`config.mk`:
```
export PLATFORM = sky130hd
export DESIGN_NAME = mem_port_arbiter
export DESIGN_NICKNAME = d
export VERILOG_FILES = /design/src/rtl/mem_port_arbiter.sv
export SDC_FILE = /design/constraint.sdc
export NUM_CORES = 1
export LEC_CHECK = 0
export CORE_AREA = 2 2 104 106
export DETAILED_ROUTE_END_ITERATION = 6
export DIE_AREA = 0 0 106 108
export DONT_BUFFER_PORTS = 1
export GPL_ROUTABILITY_DRIVEN = 0
export GPL_TIMING_DRIVEN = 0
export PLACE_DENSITY = 0.36
export SKIP_CTS_REPAIR_TIMING = 1
export SLEW_MARGIN = 20
export SYNTH_ARGS = -nofsm -noshare
export SYNTH_HDL_FRONTEND = slang
export SYNTH_SLANG_ARGS = --single-unit
```
`constraint.sdc`:
```
create_clock -name arb_clock -period 2.1 [get_ports arb_clock]
set_clock_uncertainty 0.2 [all_clocks]
set_input_delay 0.315 -clock arb_clock [delete_from_list [all_inputs] [get_ports arb_clock]]
set_output_delay 0.315 -clock arb_clock [all_outputs]
set_load 0.01 [all_outputs]
```
`src/rtl/mem_port_arbiter.sv`:
```
// mem_port_arbiter
//
// Shares one single-port synchronous memory between an instruction-fetch port
// and a data-access port. Every cycle it picks at most one requester, forwards
// that requester's access to the memory, and one cycle later returns the
// memory's registered read data to whoever owned the access.
//
// Data has fixed priority over fetch. A saturating starvation counter tracks
// how many cycles in a row fetch has been refused. Once the count reaches
// STARVE_LIMIT, fetch wins the next contested cycle.
//
// Ports
//   arb_clock, arb_reset_b    clock, asynchronous active-low reset
//   if_req/if_addr            fetch request (level) and address
//   if_gnt                    fetch granted this cycle (combinational)
//   if_valid/if_rdata         fetch response, one cycle after the grant
//   d_req/d_addr/d_wen/d_wdata  data request, address, write enable, write data
//   d_gnt                     data granted this cycle (combinational)
//   d_valid/d_rdata           data response, one cycle after the grant
//                             (pulses for writes too, with d_rdata = 0)
//   mem_sel/mem_addr/mem_wen/mem_wdata  drive to the shared memory
//   mem_rdata                 memory read data, valid the cycle after a read
//   starve_cnt                current fetch-denial count (debug)

module mem_port_arbiter #(
  parameter int AW           = 32,
  parameter int DW           = 32,
  parameter int STARVE_LIMIT = 4
) (
  input  logic          arb_clock,
  input  logic          arb_reset_b,
  input  logic          if_req,
  input  logic [AW-1:0] if_addr,
  output logic          if_gnt,
  output logic          if_valid,
  output logic [DW-1:0] if_rdata,
  input  logic          d_req,
  input  logic [AW-1:0] d_addr,
  input  logic          d_wen,
  input  logic [DW-1:0] d_wdata,
  output logic          d_gnt,
  output logic          d_valid,
  output logic [DW-1:0] d_rdata,
  output logic          mem_sel,
  output logic [AW-1:0] mem_addr,
  output logic          mem_wen,
  output logic [DW-1:0] mem_wdata,
  input  logic [DW-1:0] mem_rdata,
  output logic [3:0]    starve_cnt
);

  // The owner of the access that is in flight. Writes get their own state so
  // that the response phase knows to return zero data instead of mem_rdata.
  typedef enum logic [1:0] {
    OWN_NONE = 2'd0,
    OWN_IF   = 2'd1,
    OWN_DRD  = 2'd2,
    OWN_DWR  = 2'd3
  } owner_e;

  localparam logic [3:0] LIMIT = 4'(STARVE_LIMIT);

  owner_e     owner_q, owner_d;
  logic [3:0] starve_q, starve_d;
  logic       force_if;

  assign force_if = (starve_q >= LIMIT);

  // Grants are held low while reset is asserted. This keeps the memory idle
  // even if requesters are already driving requests.
  always_comb begin
    if_gnt = 1'b0;
    d_gnt  = 1'b0;
    if (arb_reset_b) begin
      if (if_req && (!d_req || force_if)) begin
        if_gnt = 1'b1;
      end else if (d_req) begin
        d_gnt = 1'b1;
      end
    end
  end

  // Memory drive. With no grant, every memory input is held at zero.
  always_comb begin
    mem_sel   = if_gnt | d_gnt;
    mem_addr  = '0;
    mem_wen   = 1'b0;
    mem_wdata = '0;
    if (if_gnt) begin
      mem_addr = if_addr;
    end else if (d_gnt) begin
      mem_addr  = d_addr;
      mem_wen   = d_wen;
      mem_wdata = d_wdata;
    end
  end

  // Next-state logic for the owner and the starvation counter. The counter
  // counts only consecutive refusals. It restarts whenever fetch is granted
  // or stops asking, and it saturates instead of wrapping.
  always_comb begin
    owner_d  = OWN_NONE;
    starve_d = '0;
    if (if_gnt) begin
      owner_d = OWN_IF;
    end else if (d_gnt) begin
      owner_d = d_wen ? OWN_DWR : OWN_DRD;
    end
    if (if_req && !if_gnt) begin
      starve_d = (starve_q == 4'hF) ? starve_q : starve_q + 4'd1;
    end
  end

  // Registered state. Asserting reset drops any response still in flight.
  always_ff @(posedge arb_clock or negedge arb_reset_b) begin
    if (!arb_reset_b) begin
      owner_q  <= OWN_NONE;
      starve_q <= '0;
    end else begin
      owner_q  <= owner_d;
      starve_q <= starve_d;
    end
  end

  // Response routing. Read data reaches a port only in that port's valid
  // cycle, so one owner never sees the other owner's data.
  always_comb begin
    if_valid = (owner_q == OWN_IF);
    d_valid  = (owner_q == OWN_DRD) || (owner_q == OWN_DWR);
    if_rdata = (owner_q == OWN_IF)  ? mem_rdata : '0;
    d_rdata  = (owner_q == OWN_DRD) ? mem_rdata : '0;
  end

  assign starve_cnt = starve_q;

endmodule
```
# ---- Word level (Yosys, flattened, before mapping)
# Cells that the tools add are included.
dict set report totals {
  regBits 6
  word_cells 34
  input_bits 133
  out_inout_bits 138
}
dict set report classes {
  n_bitwise 1
  n_lt_le_gt_ge 1
  eq_ne 5
  n_mux 18
  addsub 1
  n_reduce_logical 6
}
# cell n
set ops {}
lappend ops {{$mux 32} 6}
lappend ops {{$mux 1} 8}
lappend ops {{$mux 4} 2}
lappend ops {{$add 4x1->4 const B} 1}
lappend ops {{$eq 2x2->1 const B} 2}
lappend ops {{$eq 4x4->1 const B} 1}
lappend ops {{$ge 4x3->1 const B} 1}
lappend ops {{$mux 2} 2}
lappend ops {{$eq 2x1->1 const B} 1}
lappend ops {{$logic_and 1x1->1} 2}
lappend ops {{$logic_not 1->1} 2}
lappend ops {{$logic_or 1x1->1} 2}
lappend ops {{$ne 2x2->1 const B} 1}
lappend ops {{$or 1x1->1} 1}

# ---- Logic depth before layout (Yosys ltp)
dict set report depth {
  depth_word 8
  ltp_mapped 5
  mapped_depth_nobuf 4
}

# ---- Worst setup path after synthesis
# OpenSTA, ideal clock, no wires.
dict set report synth_path {
  path_type {reg2out}
  startpoint {register starve_q[2], in the netlist starve_cnt[2]}
  endpoint {output port mem_addr[10]}
  t_required_ps 1585
  arrival_time_ps 1256
  slack_ps 329
  path_stages_with_launch 6
  n_path_buf 2
  cell_sequence {dfrtp_1 > o21ai_1 > and3_4 > buf_6 > buf_6 > a22o_1}
}
dict set report synth_via {
  elab_chain_cells 7
  word_cells_on_any_way 9
  cone_classes {order compare: 1; mux: 6; reduce/logical: 2}
}
# item line_no
set synth_lines {}
lappend synth_lines {{start: declaration} 64} ;# logic [3:0] starve_q, starve_d;
lappend synth_lines {{start signal: assignment} 121} ;# starve_q <= starve_d;
lappend synth_lines {{$ge 4x3->1 (*)} 67} ;# assign force_if = (starve_q >= LIMIT);
lappend synth_lines {{$logic_or 1x1->1 (*)} 75} ;# if (if_req && (!d_req || force_if)) begin
lappend synth_lines {{$logic_and 1x1->1 (*)} 75}
lappend synth_lines {{$mux 1} 75}
lappend synth_lines {{$mux 1} 74} ;# if (arb_reset_b) begin
lappend synth_lines {{$mux 32} 91} ;# end else if (d_gnt) begin
lappend synth_lines {{$mux 32 (*)} 89} ;# if (if_gnt) begin
lappend synth_lines {{end: declaration} 45} ;# output logic [AW-1:0] mem_addr,
# Mark *: on every way between the ends. The rest lies on a longest branch, timed or not.

# ---- Worst setup path after layout
dict set report layout_path {
  startpoint {register starve_q[3], in the netlist starve_cnt[3]}
  endpoint {output port mem_wdata[31]}
}
dict set report layout_via {
  elab_chain_cells 7
  word_cells_on_any_way 9
  cone_classes {order compare: 1; mux: 6; reduce/logical: 2}
}
# item line_no
set layout_lines {}
lappend layout_lines {{$ge 4x3->1 (*)} 67}
lappend layout_lines {{$logic_or 1x1->1 (*)} 75}
lappend layout_lines {{$logic_and 1x1->1 (*)} 75}
lappend layout_lines {{$mux 1} 75}
lappend layout_lines {{$mux 1} 74}
lappend layout_lines {{$mux 32} 91}
lappend layout_lines {{$mux 32 (*)} 89}
lappend layout_lines {{end: declaration} 47} ;# output logic [DW-1:0] mem_wdata,
# Marked as above.

==> results.toml <==
[route]
drtPass1Iterations = 4
vias = 1513
route.detailed.drc = 0
drtIter0Drc = 72
routed_wl_um = 7250
wl_per_cell_um = 21.8
viasPerCell = 4.54
final_antenna_net_count = 0

[cts]
ctsHtreeMaxLevel = 1
insertion_delay_ps = 220
cts_tree = "built"
clkTransAtPathRegs_ps = 40
clkSinkCount = 6
cts_made_buffers = 3
cts-root-buf = "clkbuf_8"
cts_max_path_buffers = 2

[status]
status = "complete, but fails checks"
failed_checks = "setup timing"

[placement]
io_buffers = 0
dp_slack_ps = -229
dp.cells = 315
dp_hpwl_um = 6180

[worst_setup_path]
worst-path-max-fanout = 10
crit_path_end_kind = "primary output"
arrival_ps = 1630
cpPeakStageDelay_ps = 480
worst_path_most_repeated_cell = "buf_12"
path_buf_inv = 2
critPathKind = "flop to primary output"
critPathTopFamily = "flip-flops"
start_kind = "flop"
path_cells = "o21ai_2 -> and3_4 -> buf_12 -> buf_12 -> and2_2"
cp.required_ps = 1580
crit_slowest_cell = "dfrtp_2"

[final_layout]
drive_gt1_share_pct = 38.4
instances_no_fill = 333
fill_cells = 1135
nets = 326
postLayoutCoreUtil_pct = 19.0
area_growth_pct = 49.1

[global_routing]
grt_max_degree = 11
antenna_found_initial = 5
grtUsageTotal_pct = 10.1
grt_pass1_wl_um = 8200
grt_pass1_vias = 1336
overflow = 0

[synthesis]
async_flop_share_pct = 100
syn_nets = 313
synth_top_area_share_pct = 46.6
synth_ff_type = "dfrtp_1"
synthTopCellsByArea = "and2_1 (47%), a22o_1 (22%), dfrtp_1 (12%), buf_6 (3.5%), clkbuf_1 (2.6%)"
synth_edf_count = 0
synth_most_common_cell = "and2_1"
seq_area_frac_synth_pct = 11.5
syn_inst = 179
ys_top_cells_by_count = "and2_1 (97), a22o_1 (32), clkbuf_1 (9)"
synth_cell_types = 24
syn_area_um2 = 1300
avgSynthCellArea_um2 = 7.27
synth_area_leader_cell = "and2_1"
ys_warn_count = 0
ys_seq_elements = 6

[timing]
tightest_slew_ps = 473
rsz0062_at_grt = "true"
fmax_mhz = 466
worst_slack_ps = -45.6
hold_viol = 0
finalSetupTns_ps = -152
slew_viol_final = 0
min_period_over_period_pct = 102
slew-limit-headroom_pct = 68.1
min_period_ps = 2150
setup_viol_count_final = 11

[hold_path]
hp-class = "primary input to flop"

[floorplan]
die_h_um = 108
ios = 271
coreArea_um2 = 10200
start_util_pct = 12.7
row_count = 37
fp.dieW_um = 106
dieArea_um2 = 11400

[power_and_ir_drop]
leakage_nw = 0.860
p_sw_w = 0.000249
p_per_area_nw_per_um2 = 336
total_power_w = 0.000653
ir_worst_vdd_v = 0.000270
power_frac_clock_pct = 26.1
pwr-share-seq_pct = 20.2
intPower_w = 0.000404
swShare_pct = 38.1
combPwrFrac_pct = 53.7

[job]
max_cap_viol_count = 0
[registers in the layout (all words and copies together) (netlist names)]
| signal | cells |
|---|---|
| starve_cnt | 4 |
| owner_q | 2 |
[cell type report]
type / instances / area, µm² / area share (%)
well taps: 136 / 170 / 8.77
plain buffers: 17 / 155 / 7.99
multi-input cells: 155 / 1320 / 68.0
clock buffers: 3 / 41.3 / 2.13
diodes: 7 / 17.5 / 0.903
inverters: 1 / 3.75 / 0.193
repair buffers: 8 / 80.1 / 4.13
flip-flops and latches: 6 / 153 / 7.87
[final timing paths]
kind,slack [ps],startpoint,cells after the start,to
min in group asynchronous,220,arb_reset_b,1,owner_q[0]
setup / recovery,-50,starve_cnt[3],5,mem_wdata[31]
setup reg to reg,400,starve_cnt[3],6,owner_q[0]
hold / removal,40,d_wen,1,owner_q[0]
hold reg to reg,470,starve_cnt[1],2,starve_cnt[1]
max in group asynchronous,1220,arb_reset_b,1,starve_cnt[3]
[power by group through the flow]
stage | clock, W | sequential, W | combinational [W]
CTS | 0.000176 | 0.000131 | 0.000271
detailed placement | 0 | 0.000133 | 0.000270
floorplan | 0 | 0.000131 | 0.000222
global placement | 0 | 0.000133 | 0.000272
finish | 0.000170 | 0.000132 | 0.000350
global route | 0.000186 | 0.000133 | 0.000373
[metrics by stage]
step           hold WS [ps]  instance area (µm²)
2_1_floorplan          -181                 1300
3_3_place_gp           -180                 1470
3_5_place_dp           -180                 1470
4_1_cts                -414                 1510
5_1_grt                40.1                 1940
6_report               43.1                 1940
[placed cells by master (no fill, tap or decap), types with 3 or more instances in the layout]
cell type / synthesis / layout
and2_1: 97 / 79
dfrtp_1: 6 / 4
clkbuf_8: 0 / 3
buf_4: 0 / 7
clkbuf_1: 9 / 4
buf_8: 0 / 3
and2_4: 0 / 15
diode_2: 0 / 7
a22o_4: 0 / 24
nor2_1: 6 / 6
a22o_1: 32 / 8
clkbuf_2: 0 / 3
and2_2: 0 / 3
[worst reg2reg max path: stages, from the launching register on]
cell and delay (ps):
dfrtp_2 480, o21ai_2 180, and3_4 250, buf_12 160, buf_12 140, buf_4 110
a21o_1 120
[routing by layer]
metal / vias to the layer above / track usage, % / share of wire, % / routed length [µm]
met5: - / 0 / 0.18 / 13
met2: 172 / 18.8 / 56 / 4030
li1: 635 / - / - / -
met1: 694 / 9.97 / 32 / 2320
met3: 10 / 3.50 / 10 / 747
met4: 2 / 4.79 / 1.9 / 140
[kinds of logic after synthesis]
logic type	synth area share, %
xor+xnor	0.673
flops	11.5
buf+inv	7.88
compound gates	23.4
mux	0.769
simple gates	54.8
fa+ha+maj	0.961
Note: power is estimated with default switching activity, not from simulation.
